### src/rtl/shift_seq_ctrl.sv
// Sequencer for the 8-bit shift_reg datapath: loads a byte and streams it out LSB-first
// with a generated serial clock, holding shift_reg contents via p_in feedback between shifts.
module shift_seq_ctrl #(
    parameter int unsigned DIV  = 4,
    parameter logic        FILL = 1'b0
) (
    input  logic       clk,
    input  logic       rst,
    input  logic       start,
    input  logic [7:0] data_in,
    output logic       busy,
    output logic       done,
    output logic       sclk,
    output logic       sdat,
    output logic       sr_S_L,
    output logic       sr_s_in,
    output logic [7:0] sr_p_in,
    input  logic [7:0] sr_q
);
    localparam int unsigned DW = (DIV > 1) ? $clog2(DIV) : 1;

    typedef enum logic [1:0] {S_IDLE, S_LOAD, S_SEND, S_DONE} state_t;

    state_t        r_state, w_state_nxt;
    logic [DW-1:0] r_divcnt, w_divcnt_nxt;
    logic [2:0]    r_bitcnt, w_bitcnt_nxt;
    logic          r_phase, w_phase_nxt;
    logic [7:0]    r_data_lat, w_data_lat_nxt;
    logic          w_div_end;

    assign w_div_end = (r_divcnt == DW'(DIV - 1));
    assign sr_s_in   = FILL;

    always_ff @(posedge clk or posedge rst) begin
        if (rst) begin
            r_state    <= S_IDLE;
            r_divcnt   <= '0;
            r_bitcnt   <= '0;
            r_phase    <= 1'b0;
            r_data_lat <= '0;
        end else begin
            r_state    <= w_state_nxt;
            r_divcnt   <= w_divcnt_nxt;
            r_bitcnt   <= w_bitcnt_nxt;
            r_phase    <= w_phase_nxt;
            r_data_lat <= w_data_lat_nxt;
        end
    end

    // Outputs depend on registered state and sr_q only; start never reaches them combinationally.
    always_comb begin
        w_state_nxt    = r_state;
        w_divcnt_nxt   = r_divcnt;
        w_bitcnt_nxt   = r_bitcnt;
        w_phase_nxt    = r_phase;
        w_data_lat_nxt = r_data_lat;
        sr_S_L         = 1'b0;
        sr_p_in        = sr_q;
        busy           = 1'b0;
        done           = 1'b0;
        sclk           = 1'b0;
        sdat           = 1'b1;
        case (r_state)
            S_IDLE: begin
                if (start) begin
                    w_data_lat_nxt = data_in;
                    w_state_nxt    = S_LOAD;
                end
            end
            S_LOAD: begin
                busy         = 1'b1;
                sr_p_in      = r_data_lat;
                w_divcnt_nxt = '0;
                w_bitcnt_nxt = '0;
                w_phase_nxt  = 1'b0;
                w_state_nxt  = S_SEND;
            end
            S_SEND: begin
                busy         = 1'b1;
                sclk         = r_phase;
                sdat         = sr_q[0];
                w_divcnt_nxt = r_divcnt + 1'b1;
                if (w_div_end) begin
                    w_divcnt_nxt = '0;
                    w_phase_nxt  = ~r_phase;
                    // Last high cycle of the bit: shift once so sdat moves with sclk's fall.
                    if (r_phase) begin
                        sr_S_L       = 1'b1;
                        w_bitcnt_nxt = r_bitcnt + 3'd1;
                        if (r_bitcnt == 3'd7)
                            w_state_nxt = S_DONE;
                    end
                end
            end
            S_DONE: begin
                busy        = 1'b1;
                done        = 1'b1;
                w_state_nxt = S_IDLE;
            end
            default: w_state_nxt = S_IDLE;
        endcase
    end
endmodule

### config.mk
export PLATFORM = sky130hd
export DESIGN_NAME = shift_seq_ctrl
export DESIGN_NICKNAME = d
export VERILOG_FILES = /design/src/rtl/shift_seq_ctrl.sv
export SDC_FILE = /design/constraint.sdc
export NUM_CORES = 1
export LEC_CHECK = 0
export BUFFER_PORTS_ARGS = -buffer_cell sky130_fd_sc_hd__buf_2
export CAP_MARGIN = 25
export CORE_ASPECT_RATIO = 1.4
export CORE_MARGIN = 4
export CORE_UTILIZATION = 41
export DETAILED_ROUTE_END_ITERATION = 10
export GPL_ROUTABILITY_DRIVEN = 1
export HOLD_SLACK_MARGIN = 0.02
export PLACE_DENSITY = 0.65
export SETUP_SLACK_MARGIN = 0.2
export SYNTH_ARGS = -nofsm -noshare
export SYNTH_HDL_FRONTEND = slang
export SYNTH_SLANG_ARGS = --single-unit
### constraint.sdc
create_clock -name clk -period 1.85 [get_ports clk]
set_input_delay 0.2775 -clock clk [delete_from_list [all_inputs] [get_ports clk]]
set_output_delay 0.2775 -clock clk [all_outputs]
set_load 0.01 [all_outputs]
==> impl_metrics.json <==
{
  "syn_nets": 101,
  "clk_pin_slew_ps": 90,
  "fin_setup_tns_ps": 0,
  "place.gp.congestion": 0.682,
  "combPwrFrac_pct": 62.5,
  "hpwlAfterDp_mm": 1.38,
  "outcome": "completed",
  "syn_area_sq_um": 925,
  "end_kind": "output pin",
  "cp.depth": 4,
  "crit_chain": "ha_4 > buf_12 > mux2_4 > buf_6",
  "initial_utilization_pct": 43.0,
  "rsz0062_at_grt": "yes",
  "drc": 0,
  "cp_max_fo": 8,
  "rr_worst_depth": 6,
  "arrival_ps": 1490,
  "num_vias": 692,
  "die_y_um": 64.2,
  "die_w_um": 48.1,
  "cts.sinks": 16,
  "clockBufferDepth": 2,
  "num_antenna_cells": 0,
  "fmax_mhz": 567,
  "synth-seq-area-share_pct": 43.3,
  "wl_per_cell_um": 14.1,
  "synth_edf_count": 0,
  "cts_tree": "built",
  "seq_area_sq_um": 402,
  "postSynthAreaPerCell_sq_um": 12.5,
  "firstDrtPassIters": 4,
  "setup_viol": 0,
  "grt_pass1_vias": 749,
  "drive_above_1_share_pct": 64.0,
  "ys_seq_elements": 16,
  "pre_cts_slack_ps": 183,
  "synth_top_cell_area_share_pct": 43.3,
  "core_sq_um": 2150,
  "syn-instance-count": 74,
  "grt_use_total_pct": 14.1,
  "setup_slack_ps": 86.0,
  "fin_skew_ps": 1.93,
  "ios": 33,
  "final_max_slew_viol_count": 0,
  "synth-main-ff-cell": "dfrtp_1",
  "area_growth_pct": 46.0,
  "grt_remaining_overflow": 0,
  "clk_latency_ps": 280,
  "pwr-share-seq_pct": 27.3,
  "relSlewSlack_pct": 59.9,
  "worst_slew_pin_slew_ps": 601,
  "p_leak_nw": 0.666,
  "io_buffer_count": 31,
  "async_reset_ff_share_pct": 100,
  "power.share.switching_pct": 34.3,
  "layout.nets": 142,
  "grt_max_degree": 17,
  "yosys-top-cells-area": "dfrtp_1 (43%), mux2_2 (19%), ha_1 (11%)",
  "wirelength_mm": 1.91,
  "power_density_nw_per_um2": 1650,
  "die_area_sq_um": 3090,
  "cp_slowest_stage_delay_ps": 460,
  "p_sw_mw": 0.764,
  "yosysTopAreaCell": "dfrtp_1",
  "numCtsBuffers": 3,
  "path_buf_inv": 2,
  "hp-class": "primary input to async pin",
  "layout_common_cells": "buf_2 (22), dfrtp_1 (15), mux2_4 (10), buf_6 (10), mux2_2 (8)",
  "finalCriticalPeriod_ps": 1760,
  "grt_antenna_before_repair": 0,
  "required_ps": 1570,
  "placementRows": 20,
  "crit_type": "flop to output pin",
  "finalHoldViolCount": 0,
  "synth.distinct_cells": 21,
  "startpoint_type": "flop",
  "vias_per_cell": 5.09,
  "htreeDepth": 1,
  "post-route-period-util_pct": 95.4,
  "crit_family": "flip-flops",
  "power.internal_mw": 1.47,
  "final_common_cell": "buf_2",
  "multiInputGateArea_sq_um": 578,
  "ir_drop_uv": 799,
  "ctsRootBufferMaster": "clkbuf_4",
  "yosysWarnings": 0,
  "cap_violations": 0,
  "grt_first_pass_wirelength_mm": 3.13,
  "cp_slowest_cell": "dfrtp_2",
  "fill_cells": 171,
  "postRouteAntennaNets": 0,
  "drt-initial-drc-count": 18,
  "clockPowerShare_pct": 10.2
}
-- kinds of logic after synthesis --
group	count (synthesis)	share of synthesized area, %
other	1	0.406
adders and majority gates	8	10.8
AOI/OAI and AO/OA	10	9.34
muxes	20	25.3
and+or+nand+nor	10	5.95
buffers and inverters	9	4.87
DFF	16	43.3
-- state kept, by name, summed over array words and instances, names as in the netlist --
signal and cells:
r_data_lat 8, r_bitcnt 3, r_divcnt 2, r_state 2
r_phase 1
-- area by class of cell --
cell class                 count  area share (%)
tap                           22            2.04
timing repair buffer          38            20.8
sequential                    16            29.7
inverter                       7            1.95
clock buffer                   4            2.69
multi-input combinational     49            42.8
-- power by group through the flow --
| stage | Combinational (mW) | Clock [mW] | Sequential, mW |
|---|---|---|---|
| 2_1_floorplan | 0.723 | 0 | 0.581 |
| 3_3_place_gp | 0.951 | 0 | 0.598 |
| 3_5_place_dp | 0.977 | 0 | 0.606 |
| 4_1_cts | 1.27 | 0.237 | 0.605 |
| 5_1_grt | 1.52 | 0.259 | 0.627 |
| 6_report | 1.39 | 0.226 | 0.609 |
-- worst reg2reg max path, cell delays in order (launching register included) --
cell	delay, ps
dfrtp_1	390
inv_2	60
buf_4	130
buf_6	110
ha_4	170
a221oi_2	300
mux2_4	330
-- metrics by stage --
step,cell area (sq um),total power [mW],std cells,hold WS (ps),utilization (%)
after CTS,1300,2.11,135,59.8,60.5
after global routing,1350,2.40,136,85.8,62.7
after floorplan,925,1.30,74,191,-
final,1350,2.23,136,46.6,62.7
after detailed placement,1120,1.58,127,375,51.9
after global placement,1120,1.55,127,387,51.9
-- timing repair --
| item | in CTS | in global routing |
|---|---|---|
| gates cloned | 0 | 0 |
| setup endpoints to repair | 12 | 22 |
| resized for setup | 25 | 9 |
| hold buffers | 0 | 0 |
| setup buffers | 4 | 1 |
-- metal layers --
metal | GRT usage [%] | wire [um]
met1 | 15.6 | 743
met2 | 24.0 | 978
met3 | 2.82 | 163
met4 | 7.07 | 29
met5 | 0 | 0
-- worst paths after layout --
kind | endpoint | slack (ps) | start
min reg2reg | r_divcnt[0] | 490 | r_divcnt[0]
max reg2reg | r_state[1] | 250 | r_state[1]
max | sr_p_in[2] | 90 | r_state[0]
max in group asynchronous | r_state[0] | 1380 | rst
min in group clk | r_data_lat[4] | 220 | data_in[4]
min | r_state[1] | 50 | rst
-- Yosys cell counts, drive strengths merged (2+ instances only) --
cell / number
dfrtp: 16
o31ai: 3
or2b: 2
nand3: 2
inv: 7
mux2: 18
o21ai: 4
nand2: 3
buf: 2
ha: 8
mux2i: 2
Note: power is estimated with default switching activity, not from simulation.
